## src/rtl/pc_stall_ctrl.sv

```systemverilog
// Program-counter stall/flush controller for a 5-stage RISC-V pipeline.
// Resolves load-use, branch and data-cache-miss hazards; tracks lost fetch cycles.
module pc_stall_ctrl #(
  parameter int unsigned TIMEOUT = 255
) (
  input  logic        clk_i,
  input  logic        rst_i,
  input  logic        start_i,
  input  logic        load_use_i,
  input  logic        branch_taken_i,
  input  logic        dcache_miss_i,
  input  logic        mem_ack_i,
  output logic        PC_write_o,
  output logic        IF_ID_write_o,
  output logic        IF_ID_flush_o,
  output logic        ID_EX_bubble_o,
  output logic        pipe_stall_o,
  output logic        mem_req_o,
  output logic        err_o,
  output logic [1:0]  state_o,
  output logic [15:0] stall_cnt_o
);

  typedef enum logic [1:0] {
    S_IDLE = 2'd0,
    S_RUN  = 2'd1,
    S_WAIT = 2'd2,
    S_ERR  = 2'd3
  } state_t;

  localparam logic [7:0] TMO = 8'(TIMEOUT);

  state_t      state_q;
  state_t      state_d;
  logic [7:0]  wait_q;
  logic [7:0]  wait_d;
  logic [7:0]  wait_inc;
  logic [15:0] cnt_q;
  logic        pc_write;
  logic        ifid_write;
  logic        ifid_flush;
  logic        idex_bubble;
  logic        stall;
  logic        lost_fetch;

  assign wait_inc = wait_q + 8'd1;

  always_ff @(posedge clk_i or negedge rst_i) begin
    if (!rst_i) begin
      state_q <= S_IDLE;
      wait_q  <= 8'd0;
    end else begin
      state_q <= state_d;
      wait_q  <= wait_d;
    end
  end

  always_comb begin
    state_d     = state_q;
    wait_d      = wait_q;
    pc_write    = 1'b0;
    ifid_write  = 1'b0;
    ifid_flush  = 1'b0;
    idex_bubble = 1'b0;
    stall       = 1'b0;
    unique case (state_q)
      S_IDLE: begin
        if (start_i) state_d = S_RUN;
      end
      S_RUN: begin
        if (dcache_miss_i) begin
          stall   = 1'b1;
          wait_d  = 8'd0;
          state_d = S_WAIT;
        end else begin
          // load-use beats a taken branch; branch is re-presented next cycle
          if (load_use_i) begin
            idex_bubble = 1'b1;
          end else if (branch_taken_i) begin
            pc_write   = 1'b1;
            ifid_write = 1'b1;
            ifid_flush = 1'b1;
          end else begin
            pc_write   = 1'b1;
            ifid_write = 1'b1;
          end
          state_d = start_i ? S_RUN : S_IDLE;
        end
      end
      S_WAIT: begin
        stall = 1'b1;
        // an ack on the timeout cycle still completes the transaction
        if (mem_ack_i) begin
          state_d = start_i ? S_RUN : S_IDLE;
        end else if (wait_inc == TMO) begin
          state_d = S_ERR;
        end else begin
          wait_d = wait_inc;
        end
      end
      S_ERR: begin
        stall = 1'b1;
      end
      default: begin
        state_d = S_IDLE;
      end
    endcase
  end

  assign lost_fetch = ((state_q == S_RUN) || (state_q == S_WAIT))
                    && !pc_write;

  always_ff @(posedge clk_i or negedge rst_i) begin
    if (!rst_i) begin
      cnt_q <= 16'd0;
    end else if (lost_fetch && (cnt_q != 16'hFFFF)) begin
      cnt_q <= cnt_q + 16'd1;
    end
  end

  assign PC_write_o     = pc_write;
  assign IF_ID_write_o  = ifid_write;
  assign IF_ID_flush_o  = ifid_flush;
  assign ID_EX_bubble_o = idex_bubble;
  assign pipe_stall_o   = stall;
  assign mem_req_o      = (state_q == S_WAIT);
  assign err_o          = (state_q == S_ERR);
  assign state_o        = state_q;
  assign stall_cnt_o    = cnt_q;

endmodule

```

## config.mk

```make
export PLATFORM = sky130hd
export DESIGN_NAME = pc_stall_ctrl
export DESIGN_NICKNAME = d
export VERILOG_FILES = /design/src/rtl/pc_stall_ctrl.sv
export SDC_FILE = /design/constraint.sdc
export NUM_CORES = 1
export LEC_CHECK = 0
export BUFFER_PORTS_ARGS = -buffer_cell sky130_fd_sc_hd__buf_4
export CELL_PAD_IN_SITES_DETAIL_PLACEMENT = 1
export CELL_PAD_IN_SITES_GLOBAL_PLACEMENT = 1
export CORE_ASPECT_RATIO = 2
export CORE_UTILIZATION = 25
export DETAILED_ROUTE_END_ITERATION = 10
export HOLD_SLACK_MARGIN = 0.06
export PLACE_DENSITY_LB_ADDON = 0.3
export SLEW_MARGIN = 0
export SYNTH_ARGS = -nofsm -noshare
export SYNTH_HDL_FRONTEND = slang
export SYNTH_SLANG_ARGS = --single-unit
```

## constraint.sdc

```tcl
create_clock -name clk_i -period 2.1 [get_ports clk_i]
set_input_delay 0.105 -clock clk_i [delete_from_list [all_inputs] [get_ports clk_i]]
set_output_delay 0.105 -clock clk_i [all_outputs]
set_load 0.005 [all_outputs]
```

==> results of run 1 <==
==> power breakdown <==
group	switching (mW)	total (mW)	internal, mW
clock	0.199	0.579	0.381
sequential	0.140	0.755	0.615
combinational	0.536	1.08	0.542
total	0.874	2.41	1.54
==> logic make-up (layout without fill, tap and decap cells) <==
| group | Yosys count | count (layout) | synth area share |
|---|---|---|---|
| AO/OA/AOI/OAI | 39 | 39 | 0.171 |
| XOR/XNOR | 15 | 15 | 0.0819 |
| adder cells (fa/ha/maj) | 8 | 8 | 0.0624 |
| buffers and inverters | 15 | 66 | 0.0437 |
| flip-flops | 26 | 26 | 0.406 |
| multiplexers | 4 | 4 | 0.0296 |
| AND/OR/NAND/NOR | 66 | 66 | 0.206 |
==> worst max path at each step <==
stage                                   to  slack (ps)                    from
6_report             wait_q[2]$_DFFE_PN0P_          10   wait_q[1]$_DFFE_PN0P_
5_1_grt              wait_q[4]$_DFFE_PN0P_         -40   wait_q[1]$_DFFE_PN0P_
4_1_cts              wait_q[1]$_DFFE_PN0P_           1   wait_q[0]$_DFFE_PN0P_
3_5_place_dp         wait_q[1]$_DFFE_PN0P_          20   wait_q[0]$_DFFE_PN0P_
3_3_place_gp         wait_q[1]$_DFFE_PN0P_         100   wait_q[0]$_DFFE_PN0P_
2_1_floorplan  stall_cnt_o[15]$_DFFE_PN0P_          70  state_o[1]$_DFFE_PN0P_
==> metal layers <==
layer / GRT usage / routed length (um) / share of wire / up-vias
met4: 0.0683 / 132 / 0.027 / 0
met5: 0 / 0 / 0 / -
met3: 0.0135 / 103 / 0.021 / 7
li1: - / - / - / 727
met2: 0.283 / 2780 / 0.57 / 30
met1: 0.165 / 1850 / 0.38 / 764
==> cell usage in the layout, fill, tap and decap left out, types with 3 or more instances in the layout <==
cell type / n
nand3_1: 9
o21ai_0: 4
nor2_1: 12
xnor2_1: 12
ha_1: 7
o21ai_1: 3
o211ai_1: 6
nand2b_1: 3
inv_1: 9
clkbuf_16: 3
nand4_1: 6
nand2_1: 16
a21oi_1: 7
and3_1: 6
nor3_1: 3
xor2_1: 3
a31oi_1: 5
buf_4: 50
dfrtp_1: 24
==> Yosys cell counts, drive strengths merged (2+ instances only) <==
library cell,number
dfrtp,26
nand2,16
nor2,12
xnor2,12
nand3,10
inv,9
ha,8
a21oi,7
and3,7
o21ai,7
nand4,6
o211ai,6
a31oi,5
buf,5
nor3,4
mux2,3
nand2b,3
o32ai,3
xor2,3
a21o,2
and2,2
nor2b,2
o2111ai,2
o311ai,2
==> area by class of cell <==
class                           count  area share
Tap cell                           86      0.0483
Clock buffer                        3      0.0337
Sequential cell                    26       0.293
Multi-Input combinational cell    132       0.413
Timing Repair Buffer               53       0.183
Inverter                            9      0.0152
Clock inverter                      1      0.0135
==> state kept, by name, indices dropped and copies added (netlist names) <==
register     cells
stall_cnt_o     16
wait_q           8
state_o          2
==> worst reg2reg max path, delay by kind of cell (launching register included) <==
kind | cells | cell delay (ps)
DFF | 1 | 440
AOI/OAI and AO/OA | 4 | 930
buffers and inverters | 2 | 340
and+or+nand+nor | 1 | 250
==> timing repair <==
| action | CTS | global route |
|---|---|---|
| setup endpoints to repair | 0 | 7 |
| resized for setup | 0 | 10 |
| endpoints found under the hold margin | 27 | 0 |
| hold buffers | 2 | 0 |
| setup buffers | 0 | 6 |
==> flow_metrics.tcl, run 1 <==
set metrics [dict create \
    dpl_cell_area_mm2 0.00201 \
    final-seq-area_um2 653 \
    min_from "mem_ack_i" \
    holdPathStages 3 \
    cts_made_buffers 3 \
    r2r_cells 7 \
    max_freq_ghz 0.480 \
    wl_um 4870 \
    yosys.area.top_type "dfrtp_1" \
    start_util 0.256 \
    io_pins 32 \
    synth.cell_area_mm2 0.00160 \
    synth-async-reset-ratio 1.00 \
    grt_setup_unrepaired "true" \
    cp_data_arrival_time_ps 2230 \
    synthCells 173 \
    avgSynthCellArea_um2 9.27 \
    finalCritPeriodShare 0.993 \
    num_rows 41 \
    synthesis.nets 188 \
    setup-violations-final 0 \
    path_class "flip-flop to flip-flop" \
    fill_cells 765 \
    critPathBufInv 2 \
    hpwl_um 3520 \
    worstMarginPinSlew_ps 423 \
    ir_drop_mv 0.483 \
    hold_violations 0 \
    multi_input_area_um2 920 \
    vias 1528 \
    hold-path-endpoint "state_o[1]$_DFFE_PN0P_" \
    path_delay_family "compound AO/OA/AOI/OAI gates" \
    viasPerCell 4.93 \
    cts_tree "built" \
    pre_cts_slack_ps 18.6 \
    max_cap_viol_count 0 \
    path_cells "buf_4, nand4_1, o21a_1, o211ai_1, buf_4, a31o_2, o211ai_1" \
    synthFlopType "dfrtp_1" \
    cp-end-kind "flip-flop" \
    cellPowerDensity_mw_per_mm2 1080 \
    tns_ps 0 \
    hold_path.class "primary input to flip-flop" \
    firstDrtPassIters 4 \
    drtIter0Drc 31 \
    htree_levels 1 \
    die_w_um 58.6 \
    fin_cells 310 \
    power.total_mw 2.41 \
    finalWorstSetupSlack_ps 14.9 \
    grt_pass1_vias 1537 \
    io_buffers 31 \
    synth_seq_area_share 0.406 \
    ant_nets 0 \
    grt_pass1_wl_um 7640 \
    p_leak_nw 1.03 \
    yosys_warnings 0 \
    crit_path_top_delay_cell "dfrtp_2" \
    crit_required_ps 2240 \
    remaining_drc_errors 0 \
    fin_nets 240 \
    clk_pin_slew_ps 70 \
    place.gp.congestion 0.814 \
    die_area_mm2 0.00676 \
    numPlacedInstances 298 \
    routedWlPerCell_um 15.7 \
    r2r-start "wait_q[1]$_DFFE_PN0P_" \
    whs_ps 205 \
    drv_slew 0 \
    fin_util 0.356 \
    insertedDiodeCount 0 \
    clockBufferDepth 2 \
    synthTopCellsByArea "dfrtp_1 (41%), xnor2_1 (6.6%), ha_1 (6.2%)" \
    period_needed_ps 2090 \
    ys_ff_latch 26 \
    startpoint_type "flip-flop" \
    finalClockSkew_ps 3.98 \
    drive_gt1_frac 0.304 \
    gr-total-overflow 0 \
    synth_edf_count 0 \
    cts_sinks 26 \
    relSlewSlack 0.717 \
    critPathMaxStageDelay_ps 440 \
    cts_root_buf "clkbuf_16" \
    rrSetupSlack_ps 10 \
    r2r-end "wait_q[2]$_DFFE_PN0P_" \
    path_depth 7 \
    grt_usage 0.151 \
    antenna_found_initial 0 \
    stdcell_area_mm2 0.00223 \
    die_h_um 115 \
    clk_latency_ps 270 \
    grt_max_degree 27 \
    core_area_mm2 0.00626 \
    synth.distinct_cells 39 \
    crit_path_max_fanout 5 \
    status "finished, final reports clean" \
    synth_top_area_frac 0.406 \
    syn_to_final_growth_pct 38.8 \
]
Note: power is estimated with default switching activity, not from simulation.
==> run 2, diff against run 1 <==
--- a/config.mk
+++ b/config.mk
@@ -8,11 +8,12 @@
 export BUFFER_PORTS_ARGS = -buffer_cell sky130_fd_sc_hd__buf_4
 export CELL_PAD_IN_SITES_DETAIL_PLACEMENT = 1
 export CELL_PAD_IN_SITES_GLOBAL_PLACEMENT = 1
-export CORE_ASPECT_RATIO = 2
+export CORE_ASPECT_RATIO = 1.2
 export CORE_UTILIZATION = 25
+export CTS_CLUSTER_SIZE = 20
 export DETAILED_ROUTE_END_ITERATION = 10
 export HOLD_SLACK_MARGIN = 0.06
-export PLACE_DENSITY_LB_ADDON = 0.3
+export PLACE_DENSITY = 0.53
 export SLEW_MARGIN = 0
 export SYNTH_ARGS = -nofsm -noshare
 export SYNTH_HDL_FRONTEND = slang
==> run 2 against run 1 <==
  * Count of clock-buffer cells in the layout stayed put
  * Fmax is 4.5% higher
  * Flip-flop and latch count stayed put
  * Largest cell class unchanged
  * Critical path depth stayed put
  * Register-to-register slack better by 90 ps
  * Sequential share of layout area is 0.70 points higher
  * Setup slack better by 89 ps
  * Non-clock buffer count is 2 lower
  * Sequential power is 2% lower
  * Core utilization hardly changed
  * Critical path type unchanged
  * First-iteration DRC count is 130% higher
  * Global-route usage is 0.068 points higher
==> flow_metrics.tcl, run 2 (synthesis gave the netlist of run 1 again) <==
set metrics [dict create \
    finalWorstSetupSlack_ps 104 \
    clockBufferDepth 2 \
    layout_common_cells "buf_4 (49), dfrtp_1 (22), nand2_1 (16)" \
    path_cells "ha_2, and4_4, nor4_4, o211ai_1, buf_4, a31o_2, o211ai_1" \
    htree_levels 1 \
    max_freq_ghz 0.501 \
    drtIter0Drc 72 \
    die_h_um 89.7 \
    die_area_mm2 0.00674 \
    max_cap_viol_count 0 \
    start_util 0.262 \
    hold_path.class "primary input to flip-flop" \
    cts_made_buffers 3 \
    critPathMaxStageDelay_ps 440 \
    clk_latency_ps 270 \
    finalClockSkew_ps 4.67 \
    r2r-start "wait_q[1]$_DFFE_PN0P_" \
    crit_required_ps 2290 \
    period_needed_ps 2000 \
    grt_usage 0.151 \
    insertedDiodeCount 0 \
    cp_data_arrival_time_ps 2190 \
    status "finished, final reports clean" \
    grt_pass1_wl_um 7990 \
    ir_drop_mv 0.453 \
    hpwl_um 3340 \
    cp_common_cell "o211ai_1" \
    crit_path_top_delay_cell "dfrtp_2" \
    io_pins 32 \
    dpl_cell_area_mm2 0.00197 \
    num_rows 31 \
    remaining_drc_errors 0 \
    cts_sinks 26 \
    worstMarginPinSlew_ps 460 \
    crit_path_max_fanout 6 \
    p_leak_nw 0.998 \
    rrSetupSlack_ps 100 \
    grt_max_degree 27 \
    r2r-end "wait_q[2]$_DFFE_PN0P_" \
    cellPowerDensity_mw_per_mm2 1020 \
    stdcell_area_mm2 0.00218 \
    relSlewSlack 0.692 \
    setup-violations-final 0 \
    min_from "mem_ack_i" \
    numPlacedInstances 289 \
    finalCritPeriodShare 0.950 \
    tns_ps 0 \
    hold_violations 0 \
    pre_cts_slack_ps -49.2 \
    largest_reg_flops 16 \
    clk_pin_slew_ps 100 \
    routedWlPerCell_um 15.4 \
    fin_util 0.356 \
    holdPathStages 3 \
    hold-path-endpoint "state_o[1]$_DFFE_PN0P_" \
    startpoint_type "flip-flop" \
    cp-end-kind "flip-flop" \
    drive_gt1_frac 0.323 \
    path_class "flip-flop to flip-flop" \
    io_buffers 31 \
    syn_to_final_growth_pct 36.0 \
    firstDrtPassIters 4 \
    core_area_mm2 0.00613 \
    final_common_cell "buf_4" \
    whs_ps 182 \
    cts_root_buf "clkbuf_8" \
    ant_nets 0 \
    power.total_mw 2.24 \
    viasPerCell 5.00 \
    fin_cells 305 \
    gr-total-overflow 0 \
    wl_um 4690 \
    critPathBufInv 1 \
    place.gp.congestion 0.870 \
    path_delay_family "compound AO/OA/AOI/OAI gates" \
    drv_slew 0 \
    grt_pass1_vias 1613 \
    r2r_cells 7 \
    die_w_um 75.1 \
    vias 1524 \
    fin_nets 239 \
    antenna_found_initial 0 \
    cts_tree "built" \
]
-- run 2: cell count changes in the layout (fill, tap and decap cells not counted), sizes merged --
cell,change
buf,-2
o211a,+1
-- run 2: worst register-to-register path: cells and delay by family, from the launching register on --
family          cells  cell delay, ps
compound gates      3             550
simple gates        2             500
flops               1             440
buf+inv             1             210
fa+ha+maj           1             200
-- run 2: routing by layer --
metal | up-vias | part of all wire | global-route usage
met3 | 4 | 0.020 | 0.0146
met4 | 0 | 0.0081 | 0.0377
met2 | 24 | 0.53 | 0.254
li1 | 722 | - | -
met1 | 774 | 0.44 | 0.204
met5 | - | 0 | 0
-- run 2: worst max-delay path by stage --
stage,cells after the start,from,endpoint
6_report,7,wait_q[1]$_DFFE_PN0P_,wait_q[2]$_DFFE_PN0P_
3_3_place_gp,7,wait_q[0]$_DFFE_PN0P_,state_o[1]$_DFFE_PN0P_
2_1_floorplan,7,state_o[1]$_DFFE_PN0P_,stall_cnt_o[15]$_DFFE_PN0P_
5_1_grt,6,wait_q[2]$_DFFE_PN0P_,wait_q[0]$_DFFE_PN0P_
4_1_cts,7,wait_q[0]$_DFFE_PN0P_,state_o[1]$_DFFE_PN0P_
3_5_place_dp,7,wait_q[0]$_DFFE_PN0P_,state_o[1]$_DFFE_PN0P_
-- run 2: where the power goes --
part	internal, mW	switching [mW]
Sequential	0.615	0.128
Clock	0.255	0.170
Combinational	0.535	0.533
Total	1.40	0.831
-- run 2: repair_timing --
item	4_1_cts	5_1_grt
gates cloned	1	0
pin swaps	2	4
hold buffers	2	0
hold endpoints to repair	27	0
setup endpoints to repair	3	8
resized for setup	3	11
setup buffers	3	6
-- run 2: area by class of cell --
type / count / area [um^2]
clock inverter: 1 / 30.0
fill: 742 / 3950
tap: 82 / 103
inverter: 9 / 33.8
sequential: 26 / 656
clock buffer: 3 / 41.3
timing repair buffer: 51 / 388
multi-input combinational: 133 / 931
